==> config.mk <==
export PLATFORM = sky130hd
export DESIGN_NAME = conv_maxpool2x2
export DESIGN_NICKNAME = d
export VERILOG_FILES = /design/src/rtl/cnn_pkg.sv /design/src/rtl/pool_line_buffer.sv /design/src/rtl/conv_maxpool2x2.sv
export SDC_FILE = /design/constraint.sdc
export NUM_CORES = 1
export LEC_CHECK = 0
export CORE_MARGIN = 2
export CORE_UTILIZATION = 67
export DETAILED_ROUTE_END_ITERATION = 6
export DONT_BUFFER_PORTS = 1
export GPL_ROUTABILITY_DRIVEN = 0
export PLACE_DENSITY_LB_ADDON = 0.2
export RECOVER_POWER = 50
export SYNTH_ARGS = -nofsm -noshare
export SYNTH_HDL_FRONTEND = slang
export SYNTH_SLANG_ARGS = --single-unit
==> constraint.sdc <==
create_clock -name clk -period 11.3 [get_ports clk]
set_clock_uncertainty 0.2 [all_clocks]
set_input_delay 0.565 -clock clk [delete_from_list [all_inputs] [get_ports clk]]
set_output_delay 0.565 -clock clk [all_outputs]
set_load 0.03 [all_outputs]
==> src/rtl/cnn_pkg.sv <==
// Shared CNN datapath types and helpers: signed sample type, signed max, ReLU.
// Latency: n/a (combinational helpers only).
// Backpressure: n/a.
package cnn_pkg;

    localparam int DATA_W = 8;

    typedef logic signed [DATA_W-1:0] sample_t;

    // Signed maximum; on a tie either operand is the same value.
    function automatic sample_t smax(sample_t a, sample_t b);
        return (a > b) ? a : b;
    endfunction

    // Clamp negative samples to zero.
    function automatic sample_t relu(sample_t a);
        return a[DATA_W-1] ? sample_t'(0) : a;
    endfunction

endpackage

==> src/rtl/pool_line_buffer.sv <==
// Half-width row store for horizontal maxima; one write port, one combinational read port.
// Latency: write lands on the rising edge, read is same-cycle combinational.
// Backpressure: none, every write is accepted.
// Ports: clk; we/waddr/wdata write port; raddr/rdata read port.
module pool_line_buffer #(
    parameter int DEPTH = 12,
    parameter int WIDTH = 8,
    localparam int AW   = (DEPTH > 1) ? $clog2(DEPTH) : 1
) (
    input  logic             clk,
    input  logic             we,
    input  logic [AW-1:0]    waddr,
    input  logic [WIDTH-1:0] wdata,
    input  logic [AW-1:0]    raddr,
    output logic [WIDTH-1:0] rdata
);

    // Contents are never reset: every entry is rewritten on an even row
    // before the following odd row reads it.
    logic [WIDTH-1:0] mem_q [DEPTH];

    always_ff @(posedge clk) begin
        if (we) begin
            mem_q[waddr] <= wdata;
        end
    end

    assign rdata = mem_q[raddr];

endmodule

==> src/rtl/conv_maxpool2x2.sv <==
// Optional ReLU then 2x2 stride-2 max-pool over a raster-order conv stream, on the fly.
// Latency: pooled result appears 1 cycle after the beat that completes its window.
// Backpressure: none; every in_valid beat is consumed, in_valid may have arbitrary gaps.
// Ports: clk, reset (sync, active-high); in_valid/in_data/relu_en input beat;
//        out_valid/out_data/out_col/out_row pooled sample; frame_done on last pooled sample.
module conv_maxpool2x2
    import cnn_pkg::*;
#(
    parameter int IMG_W  = 24,
    parameter int IMG_H  = 24,
    parameter int DATA_W = cnn_pkg::DATA_W,
    localparam int XW    = (IMG_W > 2) ? $clog2(IMG_W) : 1,
    localparam int YW    = (IMG_H > 2) ? $clog2(IMG_H) : 1,
    localparam int CW    = (IMG_W > 2) ? $clog2(IMG_W / 2) : 1,
    localparam int RW    = (IMG_H > 2) ? $clog2(IMG_H / 2) : 1
) (
    input  logic              clk,
    input  logic              reset,
    input  logic              in_valid,
    input  logic [DATA_W-1:0] in_data,
    input  logic              relu_en,
    output logic              out_valid,
    output logic [DATA_W-1:0] out_data,
    output logic [CW-1:0]     out_col,
    output logic [RW-1:0]     out_row,
    output logic              frame_done
);

    if ((IMG_W % 2) != 0 || IMG_W < 2 || (IMG_H % 2) != 0 || IMG_H < 2) begin : g_bad_dims
        $fatal(1, "conv_maxpool2x2: IMG_W and IMG_H must be even and >= 2");
    end
    if (DATA_W != cnn_pkg::DATA_W) begin : g_bad_width
        $fatal(1, "conv_maxpool2x2: DATA_W must match cnn_pkg::DATA_W");
    end

    logic [XW-1:0] col_q, col_d;
    logic [YW-1:0] row_q, row_d;
    sample_t       h_q, h_d;            // even-column sample awaiting its odd partner
    logic          out_valid_q, out_valid_d;
    sample_t       out_data_q, out_data_d;
    logic [CW-1:0] out_col_q, out_col_d;
    logic [RW-1:0] out_row_q, out_row_d;
    logic          frame_done_q, frame_done_d;

    sample_t       x;
    sample_t       hm;
    sample_t       lb_rdata;
    logic [CW-1:0] lb_addr;
    logic          lb_we;
    logic          col_last;
    logic          row_last;

    assign x        = relu_en ? relu(sample_t'(in_data)) : sample_t'(in_data);
    assign hm       = smax(h_q, x);
    assign lb_addr  = CW'(col_q >> 1);
    assign col_last = (col_q == XW'(IMG_W - 1));
    assign row_last = (row_q == YW'(IMG_H - 1));
    // Even rows only write and odd rows only read, so the same address never
    // sees a read and a write in one cycle.
    assign lb_we    = in_valid && col_q[0] && !row_q[0];

    pool_line_buffer #(
        .DEPTH (IMG_W / 2),
        .WIDTH (DATA_W)
    ) u_line_buffer (
        .clk   (clk),
        .we    (lb_we),
        .waddr (lb_addr),
        .wdata (hm),
        .raddr (lb_addr),
        .rdata (lb_rdata)
    );

    always_comb begin
        col_d        = col_q;
        row_d        = row_q;
        h_d          = h_q;
        out_valid_d  = 1'b0;
        out_data_d   = out_data_q;
        out_col_d    = out_col_q;
        out_row_d    = out_row_q;
        frame_done_d = 1'b0;

        if (in_valid) begin
            if (!col_q[0]) begin
                h_d = x;
            end else if (row_q[0]) begin
                out_valid_d  = 1'b1;
                out_data_d   = smax(lb_rdata, hm);
                out_col_d    = lb_addr;
                out_row_d    = RW'(row_q >> 1);
                frame_done_d = col_last && row_last;
            end

            if (col_last) begin
                col_d = '0;
                row_d = row_last ? '0 : row_q + 1'b1;
            end else begin
                col_d = col_q + 1'b1;
            end
        end
    end

    always_ff @(posedge clk) begin
        if (reset) begin
            col_q        <= '0;
            row_q        <= '0;
            h_q          <= '0;
            out_valid_q  <= 1'b0;
            out_data_q   <= '0;
            out_col_q    <= '0;
            out_row_q    <= '0;
            frame_done_q <= 1'b0;
        end else begin
            col_q        <= col_d;
            row_q        <= row_d;
            h_q          <= h_d;
            out_valid_q  <= out_valid_d;
            out_data_q   <= out_data_d;
            out_col_q    <= out_col_d;
            out_row_q    <= out_row_d;
            frame_done_q <= frame_done_d;
        end
    end

    assign out_valid  = out_valid_q;
    assign out_data   = out_data_q;
    assign out_col    = out_col_q;
    assign out_row    = out_row_q;
    assign frame_done = frame_done_q;

endmodule

=== After elaboration in Yosys (flattened, before gate mapping) ===
Memory sizes are Yosys's and may differ from the RTL's. A register that Yosys moved wholly into a read port is not among the register bits.
Index checks and enable logic that the tools add are counted.

* Memory bits (writable): 96
* Word-level logic and storage cells: 38
* Memories kept: 1
* Input port bits: 12
* Output and inout bits: 18
* Register bits: 36

* Muxes and demuxes: 11
* Equality and inequality tests: 2
* Bitwise gates (word level): 3
* Reductions and logical operators: 9
* Add/sub/neg operators: 2
* Order comparisons: 2

{| class="wikitable"
|+ Memory list
! name !! depth !! width !! rd ports !! clocked after memory_dff !! write ports !! line !! source
|-
| u_line_buffer.mem_q || 12 || 8 || 1 || 1 || 1 || pool_line_buffer.sv:20 || <nowiki>logic [WIDTH-1:0] mem_q [DEPTH];</nowiki>
|}

{| class="wikitable"
|+ Operator list
! kind !! number
|-
| $mux W8 || 3
|-
| $gt A8 B8 Y1 || 2
|-
| $add A5 B1 Y5 const B || 2
|-
| $eq A5 B5 Y1 const B || 2
|-
| $mux W5 || 2
|-
| $mux W4 || 2
|-
| $mux W7 || 1
|-
| $reduce_and A2 Y1 || 2
|-
| $reduce_or A4 Y1 || 1
|-
| $logic_and A1 B1 Y1 || 3
|-
| $mux W1 || 3
|-
| $not A1 Y1 || 3
|-
| $reduce_and A3 Y1 || 1
|-
| $reduce_or A3 Y1 || 1
|-
| $logic_not A1 Y1 || 1
|}

=== Longest topological paths before layout ===
* Depth in word-level cells: 6
* Depth in mapped cells: 19
* Gate-level depth less buffers: 18

=== By module ===
A second synthesis with hierarchy kept.

* Cells, all modules: 448
* Area total of the unflattened synthesis: 5,914.4 um2

{| class="wikitable"
|+ Modules (own cells, without submodules)
! module !! seq. area each (um2) !! area each (um2) !! instances !! cells an instance
|-
| pool_line_buffer || 2,882.8 || 3,713.6 || 1 || 174
|-
| conv_maxpool2x2 || 720.7 || 2,200.9 || 1 || 274
|}

=== Worst setup path after synthesis ===
Ideal clock, no wire load.

* Kind: input to register
* Start: in relu_en
* End: reg out_data_q[7], in the netlist out_data[7]
* Data required time: 11.025 ns
* Stages: 19
* Library setup time: 0.075 ns
* Buffers on the path: 2
* Path slack: 6.763 ns
* Data arrival time: 4.262 ns
* Path through: nand2b_1 ha_1 buf_2 and4_4 o2bb2ai_1 a311oi_4 and2_4 buf_4 a21oi_1 o21ai_2 inv_1 ha_1 a211oi_1 nand2_1 nor3_1 o22ai_1 nor3_1 inv_1 o22ai_2

* Cells in the longest elaborated chain, start to end: 5

{| class="wikitable"
|+ RTL lines
! item !! line !! source
|-
| from (decl) || conv_maxpool2x2.sv:21 || <nowiki>input logic relu_en,</nowiki>
|-
| $mux W8 (*) || conv_maxpool2x2.sv:53 || <nowiki>assign x = relu_en ? relu(sample_t'(in_data)) : sample_t'(in_data);</nowiki>
|-
| $gt A8 B8 Y1 || cnn_pkg.sv:12 || <nowiki>return (a > b) ? a : b;</nowiki>
|-
| $mux W8 (*) || cnn_pkg.sv:12 ||
|-
| net hm[6] || conv_maxpool2x2.sv:46 || <nowiki>sample_t hm;</nowiki>
|-
| $gt A8 B8 Y1 (*) || cnn_pkg.sv:12 ||
|-
| $mux W8 (*) || cnn_pkg.sv:12 ||
|-
| to (signal assigned) || conv_maxpool2x2.sv:119 || <nowiki>out_data_q <= out_data_d;</nowiki>
|-
| to (decl) || conv_maxpool2x2.sv:40 || <nowiki>sample_t out_data_q, out_data_d;</nowiki>
|}

Mark *: on every way through the listed nets, which the timed path passes. The rest lies on a longest branch.
A chain may end at the register's enable or synchronous reset.

=== Worst setup path after layout ===
* Start: reg h_q[7]
* End: reg out_data_q[3], in the netlist out_data[3]

* Cells in the longest elaborated chain, start to end: 4

{| class="wikitable"
|+ RTL lines
! item !! line !! source
|-
| from (decl) || conv_maxpool2x2.sv:38 || <nowiki>sample_t h_q, h_d;</nowiki>
|-
| from (signal assigned) || conv_maxpool2x2.sv:108 || <nowiki>h_q <= '0;</nowiki>
|-
| from (signal assigned) || conv_maxpool2x2.sv:117 || <nowiki>h_q <= h_d;</nowiki>
|-
| $gt A8 B8 Y1 || cnn_pkg.sv:12 ||
|-
| $mux W8 || cnn_pkg.sv:12 ||
|-
| net hm[2] || conv_maxpool2x2.sv:46 ||
|-
| $gt A8 B8 Y1 || cnn_pkg.sv:12 ||
|-
| $mux W8 || cnn_pkg.sv:12 ||
|}

The timed path passes the listed nets, and every way through them passes these cells.

==> flow_summary.yaml <==
floorplan:
  io_pins: 30
  design.die.area_um2: 9932
  core-area_um2: 8806
  die_h_um: 99.66
  initial_utilization_pct: 69.62
  num_rows: 34
  fp.dieW_um: 99.66
grt:
  grt_pass1_vias: 4039
  grt_overflow_total: 0
  antenna_found_initial: 0
  grt_max_degree: 36
  grt_pass1_wl_um: 21000
  track_usage_pct: 28.32
timing:
  hold_viol_final: 0
  rsz0062_at_grt: "no"
  fin_crit_sh_pct: 44.22
  tns_ns: 0
  fmax_mhz: 200.1
  period_minus_slack_ns: 4.997
  relSlewSlack_pct: 31.00
  worst_pin_slew_ns: 1.031
  timing.hold.ws_ns: 0.06445
  setup_viol: 0
  drv_slew: 0
cts:
  cts_buffer_depth: 2
  htreeDepth: 4
  ctsHoldBuffers: 1
  worstSkewPairLatency_ns: 0.52
  root_buffer: "clkbuf_8"
  post_cts_resized: 0
  clock-sinks: 136
  cts_tree: "built"
  clk_pin_slew_ns: 0.07
  cts_setup_buffers: 0
  cts_made_buffers: 17
min_path:
  worstHoldPathCells: 3
  hold_end: "col_q[0]$_SDFFE_PP0P_"
  hp-start: "in_valid"
  hold_path_class: "input port to flip-flop"
flow_run:
  maxCapViolCount: 0
setup_path:
  timing.rr.end: "out_data[3]$_SDFFE_PP0P_"
  rr_startpoint: "h_q[7]$_SDFFE_PP0P_"
  path_max_fanout: 17
  worst-r2r-setup-slack_ns: 6.30
  cp.arrival_ns: 5.22
  worstSetupPathType: "flip-flop to flip-flop"
  r2r_cells: 16
  cp-startpoint: "h_q[7]$_SDFFE_PP0P_"
  cp-end-kind: "flip-flop"
  required_ns: 11.53
  worstSetupStartpointType: "flip-flop"
synth:
  synth-compound-area-share_pct: 12.14
  synthArstFlopShare_pct: 0
  syn-instance-count: 488
  synth_flop_cell: "edfxtp_1"
  netlist_area_um2: 6131
  synth_mux_area_share_pct: 9.735
  yosysWarnings: 0
  syn_avg_cell_area_um2: 12.56
  ys_top_cells_by_area: "edfxtp_1, dfxtp_1, mux4_2"
  synthAdderAreaFrac_pct: 3.265
  yosysMostFrequentCell: "edfxtp_1"
  synthTopCellsByCount: "edfxtp_1, nand2_1, nor2_1"
  synthDistinctLibCells: 60
  synth-simple-area-share_pct: 11.27
  synth_top_family_by_area: "compound AO/OA/AOI/OAI gates"
  synth-seq-area-share_pct: 60.08
  syn_nets: 516
  synth-edff-count: 96
  synth_top_area_share_pct: 47.02
  synth_xor_area_share_pct: 0.7143
  yosys.area.top_type: "edfxtp_1"
  ys_seq_elements: 136
power_and_ir_drop:
  powerDensity_nw_per_um2: 180.9
  power_leakage_nw: 2.327
  ir_drop_v: 0.0001390
detailed_routing:
  drtPass1Iterations: 5
  drc: 0
  postRouteAntennaNets: 0
  wire_per_inst_um: 21.64
  vias_per_cell: 6.556
  num_vias: 3999
  drt_iter0_drc: 252
  wl_um: 13200
final_layout:
  drive_gt1_share_pct: 15.54
  fill_cells: 514
  ff_latch_area_um2: 3684
  area_growth_pct: 11.63
  final_cells: 610
  diodes: 0
  fin_util_pct: 77.72
  multi_input_area_um2: 2276
  fin_nets: 517
run_status:
  status: "finished, final reports clean"
placement:
  numPortBuffers: 0
  hpwl_um: 8436
  placed_cells: 577
-- stage by stage --
step	instance area [µm²]	power [mW]	setup slack [ns]
floorplan	6131	0.6377	6.763
global placement	6188	0.6556	6.247
detailed placement	6188	0.6599	6.030
CTS	6859	1.241	6.386
global route	6844	1.271	5.971
finish	6844	1.238	6.303
-- registers in the layout (all words and copies together) (netlist names), named ones only --
| name | count |
|---|---|
| u_line_buffer.mem_q | 96 |
| h_q | 8 |
| out_data | 8 |
| col_q | 5 |
| row_q | 5 |
| out_col | 4 |
| out_row | 4 |
| frame_done | 1 |
| out_valid | 1 |
-- cells by family (layout without fill, tap and decap cells) --
group,Yosys count,in the layout
xor+xnor,5,5
compound gates,102,102
flops,136,136
simple gates,147,147
fa+ha+maj,16,16
mux,43,43
buf+inv,39,53
-- critical path, cell delays in order, from the launching register on --
cell,delay [ns]
dfxtp_1,0.36
ha_1,0.56
and4_4,0.31
o2bb2ai_1,0.15
a311oi_4,0.46
and2_4,0.33
a21oi_1,0.12
o211ai_2,0.55
inv_1,0.10
ha_1,0.31
nand2_1,0.07
a211oi_1,0.23
nor3_1,0.08
o22ai_1,0.46
inv_1,0.17
and2_1,0.19
a311oi_1,0.23
-- worst max path at each step --
stage	slack, ns	cells after the start	end
4_1_cts	6.39	16	out_data[3]$_SDFFE_PP0P_
2_1_floorplan	6.76	19	out_data[7]$_SDFFE_PP0P_
6_report	6.30	16	out_data[3]$_SDFFE_PP0P_
3_3_place_gp	6.25	17	out_data[3]$_SDFFE_PP0P_
3_5_place_dp	6.03	17	out_data[3]$_SDFFE_PP0P_
5_1_grt	5.97	16	out_data[3]$_SDFFE_PP0P_
-- layout make-up --
type | instances | area share (%)
Timing Repair Buffer | 6 | 0.6216
Tap cell | 108 | 1.974
Clock inverter | 10 | 1.627
Sequential cell | 136 | 53.82
Clock buffer | 22 | 7.879
Multi-Input combinational cell | 313 | 33.25
Inverter | 15 | 0.8227
-- metal layers --
layer | wire length (µm) | global-route usage [%] | up-vias
li1 | - | - | 1843
met1 | 5310 | 35.75 | 1949
met2 | 6601 | 46.78 | 173
met3 | 971 | 6.606 | 34
met4 | 315 | 13.07 | 0
met5 | 0 | 0 | -
-- layout by cell type, fill, tap and decap left out, drive strengths merged, types with 5 or more instances in the layout --
cell type and n:
and2 6, clkbuf 26, mux2 13, mux4 12, o2bb2ai 7, ha 16
a21oi 39, nand2b 7, edfxtp 96, a22oi 5, inv 21, and3 10
nor2 41, dfxtp 40, nor3 11, nand3 9, mux2i 18, o21ai 16
a221o 5, o22ai 9, nand2 49
-- report_power, final --
part	switching (mW)	internal, mW
Combinational	0.0651	0.0341
Clock	0.219	0.364
Sequential	0.00652	0.549
Power figures use the tool's default switching activity.
